$ cat src/rtl/key_event_ctrl_pkg.sv
// Shared types and helpers for the key event controller: FSM states,
// the default lockout length and the round-robin grant picker.
package key_ctrl_pkg;

    typedef enum logic {
        IDLE    = 1'b0,
        LOCKOUT = 1'b1
    } state_t;

    localparam int unsigned DEFAULT_DUR = 5_000_000 - 1;
    localparam int unsigned MAX_KEYS    = 32;
    localparam int unsigned MAX_KW      = 5;

    // First set bit at or above ptr, wrapping at nkeys; 0 when nothing is set.
    function automatic int unsigned rr_pick(
        input logic [MAX_KEYS-1:0] keys,
        input int unsigned         ptr,
        input int unsigned         nkeys
    );
        int unsigned idx;
        int unsigned grant;
        logic        found;
        grant = 0;
        found = 1'b0;
        for (int unsigned i = 0; i < MAX_KEYS; i++) begin
            if (i < nkeys) begin
                idx = ptr + i;
                if (idx >= nkeys) idx = idx - nkeys;
                if (!found && keys[idx[MAX_KW-1:0]]) begin
                    grant = idx;
                    found = 1'b1;
                end
            end
        end
        return grant;
    endfunction

endpackage

$ cat src/rtl/key_event_ctrl_if.sv
// Event handshake between the key controller and the processor input port.
interface key_event_ctrl_if #(
    parameter int unsigned NKEYS = 4
);
    localparam int unsigned KW = $clog2(NKEYS);

    logic          EvValid;
    logic [KW-1:0] EvKey;
    logic          EvReady;

    modport master (output EvValid, output EvKey, input EvReady);
    modport slave  (input EvValid, input EvKey, output EvReady);
endinterface

$ cat src/rtl/key_event_fifo.sv
// Small synchronous FIFO of accepted key indices; head reads as 0 when empty.
module key_event_fifo #(
    parameter int unsigned DEPTH = 4,
    parameter int unsigned W     = 2
) (
    input  logic         Clock,
    input  logic         Resetn,
    input  logic         push,
    input  logic         pop,
    input  logic [W-1:0] din,
    output logic         full,
    output logic         empty,
    output logic [W-1:0] head
);
    localparam int unsigned AW   = $clog2(DEPTH);
    localparam int unsigned CNTW = AW + 1;

    logic [W-1:0]    mem [DEPTH];
    logic [AW-1:0]   rd_ptr;
    logic [AW-1:0]   wr_ptr;
    logic [CNTW-1:0] count;
    logic            do_push;
    logic            do_pop;

    assign empty   = (count == '0);
    assign full    = (count == CNTW'(DEPTH));
    assign do_pop  = pop && !empty;
    // A push into a full queue still lands when the head leaves on the same edge.
    assign do_push = push && (!full || do_pop);
    assign head    = empty ? '0 : mem[rd_ptr];

    always_ff @(posedge Clock) begin
        if (!Resetn) begin
            rd_ptr <= '0;
            wr_ptr <= '0;
            count  <= '0;
        end else begin
            if (do_push) wr_ptr <= wr_ptr + AW'(1);
            if (do_pop)  rd_ptr <= rd_ptr + AW'(1);
            count <= count + CNTW'(do_push) - CNTW'(do_pop);
        end
    end

    always_ff @(posedge Clock) begin
        if (do_push) mem[wr_ptr] <= din;
    end

endmodule

$ cat src/rtl/key_event_ctrl.sv
// Shared-timer debounce: one lockout countdown serves all keys, picked
// round-robin; accepted presses are queued as key indices for the processor.
module key_event_ctrl
    import key_ctrl_pkg::*;
#(
    parameter int unsigned NKEYS      = 4,
    parameter int unsigned DUR        = DEFAULT_DUR,
    parameter int unsigned CW         = 33,
    parameter int unsigned FIFO_DEPTH = 4
) (
    input  logic             Clock,
    input  logic             Resetn,
    input  logic [NKEYS-1:0] Keys,
    key_event_ctrl_if.master ev,
    output logic             Strobe,
    output logic             Busy,
    output logic             Overflow
);
    localparam int unsigned KW = $clog2(NKEYS);

    state_t        state;
    logic [CW-1:0] countdown;
    logic [KW-1:0] rr_ptr;
    logic [KW-1:0] grant;
    logic [KW-1:0] next_ptr;
    logic          accept;
    logic          fifo_full;
    logic          fifo_empty;

    assign grant    = KW'(rr_pick(MAX_KEYS'(Keys), 32'(rr_ptr), NKEYS));
    assign next_ptr = (grant == KW'(NKEYS - 1)) ? '0 : grant + KW'(1);
    assign accept   = (state == IDLE) && (|Keys);

    key_event_fifo #(
        .DEPTH (FIFO_DEPTH),
        .W     (KW)
    ) u_fifo (
        .Clock  (Clock),
        .Resetn (Resetn),
        .push   (accept),
        .pop    (ev.EvReady),
        .din    (grant),
        .full   (fifo_full),
        .empty  (fifo_empty),
        .head   (ev.EvKey)
    );

    assign ev.EvValid = !fifo_empty;

    // Lockout FSM; Strobe/Busy are registered alongside the state.
    always_ff @(posedge Clock) begin
        if (!Resetn) begin
            state     <= IDLE;
            countdown <= '0;
            rr_ptr    <= '0;
            Overflow  <= 1'b0;
            Strobe    <= 1'b1;
            Busy      <= 1'b0;
        end else begin
            case (state)
                IDLE: begin
                    if (accept) begin
                        countdown <= CW'(DUR);
                        rr_ptr    <= next_ptr;
                        state     <= LOCKOUT;
                        Strobe    <= 1'b0;
                        Busy      <= 1'b1;
                        // Full without a concurrent pop means the press is lost.
                        if (fifo_full && !ev.EvReady) Overflow <= 1'b1;
                    end
                end
                LOCKOUT: begin
                    if (countdown == '0) begin
                        state  <= IDLE;
                        Strobe <= 1'b1;
                        Busy   <= 1'b0;
                    end else begin
                        countdown <= countdown - CW'(1);
                    end
                end
                default: begin
                    state  <= IDLE;
                    Strobe <= 1'b1;
                    Busy   <= 1'b0;
                end
            endcase
        end
    end

endmodule

$ cat src/flat_wrapper.sv
// flat-port wrapper written by rule: the top's interface ports become plain ports
module key_event_ctrl_flat import key_ctrl_pkg::*;
#(
    parameter int unsigned NKEYS      = 4,
    parameter int unsigned DUR        = DEFAULT_DUR,
    parameter int unsigned CW         = 33,
    parameter int unsigned FIFO_DEPTH = 4
)
  (Clock, Resetn, Keys, Strobe, Busy, Overflow, ev_EvValid, ev_EvKey, ev_EvReady);
  key_event_ctrl_if #(.NKEYS(NKEYS)) ev_i ();
  input  logic Clock;
  input  logic Resetn;
  input  logic [NKEYS-1:0] Keys;
  output logic Strobe;
  output logic Busy;
  output logic Overflow;
  output wire logic [$bits(ev_i.EvValid)-1:0] ev_EvValid;
  output wire logic [$bits(ev_i.EvKey)-1:0] ev_EvKey;
  input wire logic [$bits(ev_i.EvReady)-1:0] ev_EvReady;
  assign ev_EvValid = ev_i.EvValid;
  assign ev_EvKey = ev_i.EvKey;
  assign ev_i.EvReady = ev_EvReady;
  key_event_ctrl #(.NKEYS(NKEYS), .DUR(DUR), .CW(CW), .FIFO_DEPTH(FIFO_DEPTH)) u_core (.Clock(Clock), .Resetn(Resetn), .Keys(Keys), .ev(ev_i), .Strobe(Strobe), .Busy(Busy), .Overflow(Overflow));
endmodule
$ cat config.mk
export PLATFORM = sky130hd
export DESIGN_NAME = key_event_ctrl_flat
export DESIGN_NICKNAME = d
export VERILOG_FILES = /design/src/rtl/key_event_ctrl_pkg.sv /design/src/rtl/key_event_ctrl_if.sv /design/src/rtl/key_event_fifo.sv /design/src/rtl/key_event_ctrl.sv /design/src/flat_wrapper.sv
export SDC_FILE = /design/constraint.sdc
export NUM_CORES = 1
export LEC_CHECK = 0
export BUFFER_PORTS_ARGS = -buffer_cell sky130_fd_sc_hd__buf_2
export CAP_MARGIN = 20
export CELL_PAD_IN_SITES_DETAIL_PLACEMENT = 1
export CELL_PAD_IN_SITES_GLOBAL_PLACEMENT = 1
export CORE_MARGIN = 2
export CORE_UTILIZATION = 48
export DETAILED_ROUTE_END_ITERATION = 8
export PLACE_DENSITY_LB_ADDON = 0.1
export SETUP_SLACK_MARGIN = 0.1
export SKIP_CTS_REPAIR_TIMING = 1
export SLEW_MARGIN = 20
export SYNTH_ARGS = -nofsm -noshare
export SYNTH_HDL_FRONTEND = slang
export SYNTH_HIERARCHICAL = 1
export SYNTH_SLANG_ARGS = --single-unit
export TNS_END_PERCENT = 100
$ cat constraint.sdc
create_clock -name Clock -period 3.2 [get_ports Clock]
set_input_delay 0.32 -clock Clock [delete_from_list [all_inputs] [get_ports Clock]]
set_output_delay 0.32 -clock Clock [all_outputs]
set_load 0.05 [all_outputs]
==> results.json, run 1 <==
{
  "status": "completed",
  "synth_edf_count": 8,
  "routed_wl_um": 6370,
  "clock_sinks": 56,
  "final_cell_mix": "dfxtp_1, nor2_1, xnor2_1, a21oi_1, nand2_1",
  "fillers": 688,
  "multi_input_area_mm2": 0.00165,
  "grt_usage": 0.206,
  "finalHoldViolCount": 0,
  "n_antenna_cell": 0,
  "first_global_vias": 2251,
  "die_w_um": 82.5,
  "clk_pin_slew_worst_paths_ns": 0.10,
  "row_count": 28,
  "grt_pass1_wl_um": 10600,
  "worstPathCellList": "or4_1 > nor4_2 > and2_1 > buf_4 > or4b_1 > xor2_1 > nor2_1",
  "cpMaxStageDelayCell": "or4_1",
  "htree_levels": 2,
  "finalSetupTns_ns": 0,
  "skew_ns": 0.0126,
  "max_slew_margin": 0.603,
  "drc": 0,
  "gp_congestion": 0.787,
  "p_leak_uw": 0.00119,
  "final_net_count": 339,
  "arrival_ns": 2.95,
  "cts_made_buffers": 5,
  "ys_seq_elements": 56,
  "drive_gt1_frac": 0.134,
  "async_flop_share": 0,
  "io_buffers": 12,
  "tightest_slew_ns": 0.580,
  "synthCells": 309,
  "max-cap-violations": 0,
  "max_stage_delay_ns": 0.62,
  "dieArea_mm2": 0.00680,
  "start_util": 0.499,
  "grt_max_degree": 22,
  "syn_nets": 327,
  "path_class": "reg2reg",
  "startpoint_type": "register",
  "cp.required_ns": 3.41,
  "holdWs_ns": 0.371,
  "cts-root-buf": "clkbuf_8",
  "cts_buffer_depth": 2,
  "power.density_mw_per_mm2": 582,
  "min_period_ns": 2.74,
  "grt_overflow": 0,
  "worst_setup_path_end_kind": "register",
  "postRouteAntennaNets": 0,
  "crit_fanout": 11,
  "synthFlopType": "dfxtp_1",
  "fmax_mhz": 365,
  "wl_per_cell_um": 16.0,
  "rsz0062_at_grt": "no",
  "syn_avg_cell_area_um2": 9.57,
  "seqCellArea_mm2": 0.00120,
  "critical-path-top-delay-family": "simple AND/OR/NAND/NOR gates",
  "drt_first_pass_iters": 4,
  "setup_viol": 0,
  "syn2layout_area_growth_pct": 8.25,
  "viasPerCell": 5.73,
  "worstPathBufferInverterCount": 1,
  "post-route-period-util": 0.856,
  "coreArea_mm2": 0.00592,
  "yosys_warnings": 6,
  "dp_hpwl_um": 4700,
  "clk-insertion-delay-late_ns": 0.31,
  "num_vias": 2275,
  "maxSlewViolCount": 0,
  "antenna_found_initial": 0,
  "hold_path.class": "in2reg",
  "yosysSeqAreaShare": 0.406,
  "die_height_um": 82.5,
  "vdd_drop_max_mv": 0.401,
  "syn-cell-area_mm2": 0.00296,
  "synth_cell_types": 56,
  "layout_commonest_cell": "dfxtp_1",
  "ioPinCount": 13,
  "drt_iter0_markers": 60,
  "cts_tree": "built"
}
==> report_power, final <==
| part | total [uW] | switching [uW] | internal, uW |
|---|---|---|---|
| logic | 602 | 355 | 247 |
| registers | 874 | 75.8 | 798 |
| clock network | 388 | 231 | 156 |
==> worst register-to-register path, cell delays in order (launching register included) <==
cell and delay, ns:
dfxtp_1 0.38, or4_1 0.63, nor4_2 0.48, and2_1 0.42
buf_4 0.25, or4b_1 0.26, xor2_1 0.18, nor2_1 0.05
==> layout make-up <==
class                      instances  share of cell area
timing repair buffer              19              0.0367
clock inverter                     2             0.00508
tap                               75              0.0293
sequential                        56               0.375
inverter                          13              0.0152
multi-input combinational        226               0.516
clock buffer                       6              0.0227
==> cells in the mapped netlist (4+ instances only) <==
cell	count	area, um2
nand2_1	15	56.3
a211oi_1	7	52.6
nor4_1	5	31.3
or3_1	5	31.3
xnor2_1	23	201
ha_1	10	125
nor3_1	5	25.0
inv_1	13	48.8
edfxtp_1	8	240
clkbuf_1	11	41.3
and2_1	13	81.3
nand3_1	6	30.0
nor2b_1	6	37.5
dfxtp_1	48	961
a2111oi_0	8	70.1
nor2_1	25	93.8
mux2i_1	7	70.1
nand2b_1	4	25.0
a21oi_1	21	105
or2_2	4	25.0
o21ai_0	4	20.0
a31oi_1	6	37.5
or4_1	9	67.6
==> flip-flops by register name (all words and copies together) (netlist names), named ones only <==
signal,count
u_core/Busy,1
u_core/Overflow,1
u_core/Strobe,1
u_core/countdown,33
u_core/rr_ptr,1
u_core/state,1
u_core/u_fifo/count,3
u_core/u_fifo/mem,8
u_core/u_fifo/rd_ptr,2
u_core/u_fifo/wr_ptr,2
==> layer usage <==
| layer | vias to the layer above | wire length [um] | GRT usage |
|---|---|---|---|
| met5 | - | 0 | 0 |
| met4 | 0 | 76 | 0.0683 |
| met3 | 4 | 121 | 0.0424 |
| met2 | 16 | 3160 | 0.347 |
| met1 | 1110 | 3010 | 0.262 |
| li1 | 1145 | - | - |
==> metrics by stage <==
step	total power (uW)	utilization	setup slack [ns]	instances	instance area, um2
finish	1860	0.541	0.460	397	3200
global route	1980	0.541	0.226	397	3200
CTS	1880	0.538	0.473	396	3190
detailed placement	1500	0.523	0.278	388	3100
global placement	1470	0.523	0.401	388	3100
floorplan	1350	-	0.347	309	2960
==> worst paths after layout <==
check | from | end | slack (ns) | cells after the start
min | ev_EvReady | u_core/Overflow | 0.37 | 4
max reg2reg | u_core/countdown[24] | u_core/countdown[24] | 0.46 | 7
max | u_core/countdown[24] | u_core/countdown[24] | 0.46 | 7
min reg2reg | u_core/countdown[23] | u_core/countdown[23] | 0.47 | 2
==> kinds of logic after synthesis <==
| family | after synthesis | synth area share |
|---|---|---|
| compound gates | 65 | 0.151 |
| mux | 13 | 0.0580 |
| flops | 56 | 0.406 |
| simple gates | 111 | 0.223 |
| buf+inv | 27 | 0.0355 |
| fa+ha+maj | 11 | 0.0491 |
| xor+xnor | 26 | 0.0770 |
Note: power is estimated with default switching activity, not from simulation.
==> inputs of run 2 (changes only) <==
Settings changed: CORE_UTILIZATION 48 to 50, CTS_BUF_LIST set to sky130_fd_sc_hd__clkbuf_4 sky130_fd_sc_hd__clkbuf_8.
==> run 2 against run 1 <==
Compared with the run above:
- sequential share of layout area rose by 0.24 points
- first-iteration DRC count rose by 88%
- via count rose by 0.44%
- setup slack barely moved
- global-route usage rose by 1.4 points
- worst hold slack improved by 0.031 ns
- design area fell by 0.63%
- count of clock-buffer cells in the layout did not move
- clock power fell by 3%
- maximum frequency barely moved
- combinational power fell by 0.7%
==> results.json, run 2 (synthesized netlist as in run 1, its figures left out) <==
{
  "antenna_found_initial": 0,
  "cts_buffer_depth": 2,
  "p_total_uw": 1850,
  "path_class": "reg2reg",
  "wl_per_cell_um": 16.4,
  "finalSetupTns_ns": 0,
  "tightest_slew_ns": 0.821,
  "grt_overflow": 0,
  "row_count": 28,
  "regMostFlops": "u_core/countdown",
  "hold_path.class": "in2reg",
  "crit_end": "u_core/countdown[24]",
  "dpl_worst_slack_ns": 0.335,
  "rsz0062_at_grt": "no",
  "timing.critical_path.from": "u_core/countdown[24]",
  "reg2reg_to": "u_core/countdown[24]",
  "die_w_um": 80.9,
  "reg2reg_from": "u_core/countdown[24]",
  "drt_first_pass_iters": 4,
  "holdWs_ns": 0.402,
  "final.setup.worst_slack_ns": 0.460,
  "drc": 0,
  "cts_made_buffers": 5,
  "dp_hpwl_um": 4710,
  "worstPathCellList": "or4_1 > nor4_2 > and2_1 > buf_4 > or4b_1 > xor2_1 > nor2_1",
  "cts-root-buf": "clkbuf_8",
  "grt_pass1_wl_um": 11300,
  "die_height_um": 80.9,
  "min_from": "ev_EvReady",
  "num_vias": 2285,
  "status": "completed",
  "rrSetupSlack_ns": 0.46,
  "final_cell_mix": "dfxtp_1, nor2_1, xnor2_1, a21oi_1, nand2_1",
  "finalHoldViolCount": 0,
  "drive_gt1_frac": 0.134,
  "clk_pin_slew_worst_paths_ns": 0.10,
  "arrival_ns": 2.94,
  "gp_congestion": 0.810,
  "vdd_drop_max_mv": 0.485,
  "grt_usage": 0.219,
  "first_global_vias": 2400,
  "coreArea_mm2": 0.00582,
  "clk-insertion-delay-late_ns": 0.31,
  "fmax_mhz": 365,
  "syn2layout_area_growth_pct": 7.58,
  "power.density_mw_per_mm2": 582,
  "worst_setup_path_end_kind": "register",
  "n_antenna_cell": 0,
  "grt_max_degree": 22,
  "skew_ns": 0.0117,
  "layout_commonest_cell": "dfxtp_1",
  "post-route-period-util": 0.856,
  "maxSlewViolCount": 0,
  "finish.utilization": 0.547,
  "htree_levels": 2,
  "cp.required_ns": 3.40,
  "drt_iter0_markers": 113,
  "viasPerCell": 5.78,
  "postRouteAntennaNets": 0,
  "largestRegisters": "u_core/countdown (33), u_core/u_fifo/mem (8), u_core/u_fifo/count (3)",
  "ioPinCount": 13,
  "max-cap-violations": 0,
  "max_stage_delay_ns": 0.62,
  "final_net_count": 338,
  "p_leak_uw": 0.00117,
  "crit_fanout": 11,
  "start_util": 0.508,
  "setup_viol": 0,
  "clock_sinks": 56,
  "routed_wl_um": 6460,
  "cts_tree": "built",
  "dieArea_mm2": 0.00654,
  "fillers": 686,
  "startpoint_type": "register",
  "io_buffers": 12,
  "cpMaxStageDelayCell": "or4_1",
  "largest_reg_flops": 33,
  "max_slew_margin": 0.439,
  "min_period_ns": 2.74,
  "r2r_cells": 7
}
run 2: worst max-delay path, delay by kind of cell (launching register included):
family	cells	cell delay, ns
simple gates	5	1.83
flops	1	0.37
buf+inv	1	0.25
xor+xnor	1	0.18
run 2: area by class of cell:
class                   instances  area (um2)  share of cell area
well taps                      75        93.8              0.0295
repair buffers                 18         105              0.0330
multi-input cells             226        1650               0.519
flip-flops and latches         56        1200               0.378
inverters                      13        48.8              0.0153
clock buffers                   6        76.3              0.0240
clock inverters                 1        5.00             0.00157
run 2: metal layers:
metal  routed length [um]  GRT usage
met5                    0          0
met4                  131     0.0797
met2                 3140      0.371
met3                  151     0.0333
met1                 3040      0.284
run 2: worst min-delay path by stage:
stage / cells after the start / slack [ns] / to
6_report: 4 / 0.40 / u_core/Overflow
5_1_grt: 3 / 0.44 / u_core/countdown[32]
4_1_cts: 4 / 0.39 / u_core/Overflow
3_5_place_dp: 2 / 0.46 / u_core/countdown[32]
3_3_place_gp: 2 / 0.45 / u_core/Strobe
2_1_floorplan: 2 / 0.44 / u_core/countdown[23]
run 2: where the power goes:
part / total (uW) / leakage, uW / internal [uW] / switching, uW
logic: 598 / 0.000658 / 245 / 353
registers: 876 / 0.000469 / 799 / 77.4
clock network: 376 / 0.0000445 / 158 / 218
total: 1850 / 0.00117 / 1200 / 648
run 2: per-stage QoR:
stage                     cell area (um2)  instances
after floorplan                      2960        309
after global placement               3100        388
after detailed placement             3100        388
after CTS                            3180        395
after global routing                 3180        395
final                                3180        395
